**src/rtl/alu_pkg.sv**
```systemverilog
// Shared ALU opcodes, tag type and small helpers for the ALU and its round-robin front end.
package alu_pkg;

  localparam int unsigned ALU_OP_W = 4;
  localparam int unsigned FLAG_W   = 4;
  localparam int unsigned CNT_W    = 16;
  localparam int unsigned MAX_NREQ = 8;
  localparam int unsigned ID_W     = $clog2(MAX_NREQ);

  // Flag bit positions within the 4-bit flags word
  localparam int unsigned FLAG_Z = 3;
  localparam int unsigned FLAG_N = 2;
  localparam int unsigned FLAG_C = 1;
  localparam int unsigned FLAG_V = 0;

  typedef enum logic [ALU_OP_W-1:0] {
    OP_ADD = 4'd0,
    OP_SUB = 4'd1,
    OP_MUL = 4'd2,
    OP_AND = 4'd3,
    OP_OR  = 4'd4,
    OP_XOR = 4'd5,
    OP_SHL = 4'd6,
    OP_SHR = 4'd7
  } alu_op_e;

  typedef struct packed {
    logic            vld;
    logic [ID_W-1:0] id;
  } alu_tag_t;

  // Pointer to the requester after id, wrapping at nreq
  function automatic logic [ID_W-1:0] next_ptr(input logic [ID_W-1:0] id,
                                               input int unsigned nreq);
    return ((32'(id) + 32'd1) >= nreq) ? '0 : id + 1'b1;
  endfunction

endpackage

```
**src/rtl/rr_arbiter.sv**
```systemverilog
// Combinational round-robin arbiter: lowest requester at or above ptr wins, then wraps.
module rr_arbiter
  import alu_pkg::*;
#(
  parameter int unsigned NREQ = 4
) (
  input  logic [NREQ-1:0] req,
  input  logic [ID_W-1:0] ptr,
  output logic [NREQ-1:0] gnt,
  output logic [ID_W-1:0] gnt_id,
  output logic            gnt_any
);

  // Two passes: ptr..NREQ-1 first, then 0..ptr-1
  always_comb begin
    gnt     = '0;
    gnt_id  = '0;
    gnt_any = 1'b0;
    for (int unsigned i = 0; i < NREQ; i++) begin
      if (!gnt_any && req[i] && (i >= 32'(ptr))) begin
        gnt[i]  = 1'b1;
        gnt_id  = ID_W'(i);
        gnt_any = 1'b1;
      end
    end
    for (int unsigned i = 0; i < NREQ; i++) begin
      if (!gnt_any && req[i] && (i < 32'(ptr))) begin
        gnt[i]  = 1'b1;
        gnt_id  = ID_W'(i);
        gnt_any = 1'b1;
      end
    end
  end

endmodule

```
**src/rtl/alu_rr_scheduler.sv**
```systemverilog
// Round-robin front end sharing one pipelined ALU among NREQ requesters; a tag pipe
// aligned with the ALU latency steers each result back to the requester that issued it.
module alu_rr_scheduler
  import alu_pkg::*;
#(
  parameter int unsigned N    = 32,
  parameter int unsigned NREQ = 4,
  parameter int unsigned LAT  = 2
) (
  input  logic                     clk,
  input  logic                     reset,
  input  logic [NREQ-1:0]          req_valid,
  output logic [NREQ-1:0]          req_ready,
  input  logic [NREQ*N-1:0]        req_a,
  input  logic [NREQ*N-1:0]        req_b,
  input  logic [NREQ*ALU_OP_W-1:0] req_op,
  output logic [N-1:0]             alu_a,
  output logic [N-1:0]             alu_b,
  output logic [ALU_OP_W-1:0]      alu_op,
  input  logic [2*N-1:0]           alu_result,
  input  logic [FLAG_W-1:0]        alu_flags,
  output logic [NREQ-1:0]          rsp_valid,
  output logic [2*N-1:0]           rsp_result,
  output logic [FLAG_W-1:0]        rsp_flags,
  output logic [CNT_W-1:0]         issue_cnt
);

  logic [ID_W-1:0] ptr;
  logic [NREQ-1:0] req_live;
  logic [NREQ-1:0] gnt;
  logic [ID_W-1:0] gnt_id;
  logic            gnt_any;
  alu_tag_t        tag_q [LAT];

  // Nothing is granted while reset is held
  assign req_live = reset ? '0 : req_valid;

  rr_arbiter #(
    .NREQ (NREQ)
  ) u_arb (
    .req     (req_live),
    .ptr     (ptr),
    .gnt     (gnt),
    .gnt_id  (gnt_id),
    .gnt_any (gnt_any)
  );

  assign req_ready = gnt;

  // Steer the granted payload onto the ALU; zero when idle
  always_comb begin
    alu_a  = '0;
    alu_b  = '0;
    alu_op = '0;
    for (int unsigned i = 0; i < NREQ; i++) begin
      if (gnt[i]) begin
        alu_a  = req_a[i*N +: N];
        alu_b  = req_b[i*N +: N];
        alu_op = req_op[i*ALU_OP_W +: ALU_OP_W];
      end
    end
  end

  // Pointer, issue counter and tag pipe; reset drops every in-flight tag
  always_ff @(posedge clk) begin
    if (reset) begin
      ptr       <= '0;
      issue_cnt <= '0;
      for (int unsigned s = 0; s < LAT; s++) begin
        tag_q[s] <= '0;
      end
    end else begin
      if (gnt_any) begin
        ptr       <= next_ptr(gnt_id, NREQ);
        issue_cnt <= issue_cnt + CNT_W'(1);
      end
      tag_q[0] <= '{vld: gnt_any, id: gnt_id};
      for (int unsigned s = 1; s < LAT; s++) begin
        tag_q[s] <= tag_q[s-1];
      end
    end
  end

  // Last tag stage lines up with the ALU result register
  always_comb begin
    rsp_valid = '0;
    for (int unsigned i = 0; i < NREQ; i++) begin
      if (!reset && tag_q[LAT-1].vld && (tag_q[LAT-1].id == ID_W'(i))) begin
        rsp_valid[i] = 1'b1;
      end
    end
  end

  assign rsp_result = alu_result;
  assign rsp_flags  = alu_flags;

endmodule

```
**config.mk**
```make
export PLATFORM = sky130hd
export DESIGN_NAME = alu_rr_scheduler
export DESIGN_NICKNAME = d
export VERILOG_FILES = /design/src/rtl/alu_pkg.sv /design/src/rtl/rr_arbiter.sv /design/src/rtl/alu_rr_scheduler.sv
export SDC_FILE = /design/constraint.sdc
export NUM_CORES = 1
export LEC_CHECK = 0
export ABC_CLOCK_PERIOD_IN_PS = 3050
export CORE_AREA = 5 5 196 198
export DETAILED_ROUTE_END_ITERATION = 7
export DIE_AREA = 0 0 201 203
export SYNTH_ARGS = -nofsm -noshare
export SYNTH_HDL_FRONTEND = slang
export SYNTH_SLANG_ARGS = --single-unit
```
**constraint.sdc**
```tcl
create_clock -name clk -period 3.05 [get_ports clk]
set_input_delay 0.305 -clock clk [delete_from_list [all_inputs] [get_ports clk]]
set_output_delay 0.305 -clock clk [all_outputs]
set_load 0.01 [all_outputs]
```
==> impl_metrics.json <==
{
  "status": "complete, no violations",
  "grt_util_met3": 0.0407,
  "fp-row-count": 70,
  "post-route-util": 0.217,
  "die-area_mm2": 0.0408,
  "min_period_over_period": 0.962,
  "cp-start-kind": "input port",
  "dp_cells": 1313,
  "clk_path_buf_depth": 2,
  "start_util": 0.0977,
  "portBuffers": 369,
  "syn_area_mm2": 0.00355,
  "cp-end-kind": "output pin",
  "met1_usage": 0.129,
  "overflow": 0,
  "final_hold_viol_count": 0,
  "fin_cells": 1323,
  "path_cells": "clkdlybuf4s50_1, nand2b_1, or4_4, o21ai_4, buf_4, clkbuf_16, a22oi_1, a31oi_1, dlygate4sd2_1",
  "fp.dieH_um": 203,
  "drt_iter0_drc": 304,
  "ys_types": 41,
  "reg2reg_from": "ptr[2]",
  "dpl_worst_slack_ps": -177,
  "rsz0062_at_grt": "yes",
  "fillCellCount": 4020,
  "report.final.slew_viol_count": 0,
  "fmax_ghz": 0.341,
  "grt_max_degree": 35,
  "cts_tree": "done",
  "ys_ff_latch": 25,
  "peakVddDrop_v": 0.000151,
  "path_class": "input port to output pin",
  "ys.warnings.count": 0,
  "slowest_stage": "or4_4",
  "setup_viol": 0,
  "cp_max_fo": 10,
  "htree_num_levels": 1,
  "synth-main-ff-cell": "dfxtp_1",
  "worstHoldStart": "tag_q[0][3]",
  "drc_errors": 0,
  "relSlewSlack": 0.394,
  "groute.usage.overall": 0.110,
  "p_leak_nw": 2.97,
  "io_pins": 506,
  "worstMarginPinSlew_ps": 897,
  "slowest_delay_ps": 530,
  "r2r-end": "ptr[1]",
  "cts_made_buffers": 3,
  "dr_total_vias": 5566,
  "clock-root-buffer": "clkbuf_16",
  "cts_sinks": 25,
  "fin_ws_ps": 117,
  "hold_end": "tag_q[0][7]",
  "fin_nets": 1203,
  "vias_per_cell": 4.21,
  "cp.arrival_ps": 2630,
  "grt_pass1_wl_um": 35400,
  "holdBufCountCts": 0,
  "core_area_mm2": 0.0363,
  "cp_top_family": "buffers and inverters",
  "hp-class": "register to register",
  "setup_tns_ps": 0,
  "fin_hold_ws_ps": 439,
  "async_flop_share": 0,
  "gp_congestion": 0.886,
  "finalWirelength_um": 25200,
  "multi_input_comb_area_mm2": 0.00231,
  "clkTransAtPathRegs_ps": 60,
  "met2_usage": 0.184,
  "grt_pass1_vias": 5742,
  "dieWidth_um": 201,
  "avgSynthCellArea_um2": 6.86,
  "ys_seq_area_frac": 0.141,
  "drive_gt1_frac": 0.110,
  "r2r_slack_ps": 860,
  "clock-skew-final_ps": 3.29,
  "regArea_um2": 500,
  "synth_edf_count": 0,
  "r2r_cells": 9,
  "max-cap-violations": 0,
  "clkLatencyLatePin_ps": 260,
  "antenna_found_initial": 2,
  "worstHoldPathCells": 1,
  "syn_nets": 866,
  "top_usage_layer": "met2",
  "required_ps": 2740,
  "powerDensity_mw_per_mm2": 229,
  "ant_nets": 0,
  "worst-path-buf-inv": 4,
  "dr.pass1.iters": 5,
  "fin_crit_ps": 2930,
  "synthCells": 518,
  "hpwl_um": 20200,
  "area_growth_syn_to_layout_pct": 122,
  "avgRoutedWirePerCell_um": 19.1
}
## registers in the layout (all words and copies together), names as in the netlist
name       flops
ptr            3
tag_q          6
issue_cnt     16
## layout make-up
| cell class | count | area share |
|---|---|---|
| Timing Repair Buffer | 447 | 0.556 |
| Multi-Input combinational cell | 374 | 0.294 |
| Tap cell | 468 | 0.0744 |
| Sequential cell | 25 | 0.0636 |
| Clock buffer | 4 | 0.0100 |
| Inverter | 4 | 0.00191 |
| Antenna cell | 1 | 0.000318 |
## cells in the final DEF, fill, tap and decap left out, types with 4 or more instances in the layout
cell type,count
dfxtp_1,25
nand2b_1,4
clkbuf_16,4
nand2_1,77
a31oi_1,68
xor2_1,10
nor2b_1,8
a22oi_1,68
o22ai_1,68
inv_1,4
dlygate4sd2_1,61
buf_4,68
clkdlybuf4s50_1,301
buf_12,10
nor2_1,19
xnor2_1,5
dlymetal6s2s_1,4
and3_1,5
nand3_1,4
## worst reg2reg max path, stage by stage, from the launching register on
cell and delay [ps]:
dfxtp_1 360, a21o_1 220, nor3b_4 400, or3_4 240, buf_12 180, buf_4 180
nand2b_1 60, ha_1 300, nand2_1 70, a21oi_1 50
## routing by layer
| metal | vias to the layer above | wire length, um |
|---|---|---|
| li1 | 2603 | - |
| met1 | 2578 | 9730 |
| met4 | 2 | 1060 |
| met5 | - | 7 |
| met3 | 39 | 2470 |
| met2 | 344 | 11900 |
## metrics by stage
stage | cell area (um2) | total power [mW]
final | 7870 | 1.80
after global routing | 7870 | 1.90
after CTS | 7830 | 1.80
after detailed placement | 7760 | 1.60
after global placement | 7760 | 1.59
after floorplan | 3550 | 0.826
## how the worst max path moves through the flow
| stage | startpoint | end | slack (ps) | depth (start not counted) |
|---|---|---|---|---|
| after floorplan | ptr[2] | alu_a[11] | 920 | 6 |
| after global placement | reset | alu_a[3] | -200 | 9 |
| after detailed placement | reset | alu_a[4] | -180 | 9 |
| after CTS | req_valid[0] | alu_b[22] | 6 | 9 |
| after global routing | reset | alu_b[14] | -10 | 9 |
| final | reset | alu_b[20] | 120 | 9 |
## what timing repair did
action / 4_1_cts / 5_1_grt
pin swaps: 2 / 0
gates resized for setup: 68 / 5
buffers inserted: 2 / 1
endpoints found under the setup margin: 68 / 5
cloned: 1 / 1
## cell usage after synthesis (5+ instances only)
cell | count | area (um2)
a22oi_1 | 68 | 510
xor2_1 | 10 | 87.6
xnor2_1 | 5 | 43.8
nor2b_1 | 8 | 50.1
buf_4 | 68 | 510
o22ai_1 | 68 | 425
nor2_1 | 19 | 71.3
and3_1 | 5 | 31.3
a31oi_1 | 68 | 425
dfxtp_1 | 25 | 500
buf_6 | 7 | 78.8
clkbuf_1 | 26 | 97.6
nand2_1 | 77 | 289
buf_2 | 13 | 65.1
## kinds of logic (layout without fill, tap and decap cells)
family / after synthesis / count (layout) / share of synthesized area
XOR/XNOR: 15 / 15 / 0.0370
AO/OA/AOI/OAI: 218 / 218 / 0.413
AND/OR/NAND/NOR: 139 / 139 / 0.185
buffers and inverters: 119 / 455 / 0.217
flip-flops: 25 / 25 / 0.141
other: 0 / 1 / 0
adder cells (fa/ha/maj): 2 / 2 / 0.00704
## report_power, final
group	switching [mW]	internal [mW]	leakage [nW]	total (mW)
combinational	0.484	0.685	2.73	1.17
sequential	0.00911	0.338	0.204	0.347
clock	0.106	0.178	0.0382	0.285
Note: power is estimated with default switching activity, not from simulation.
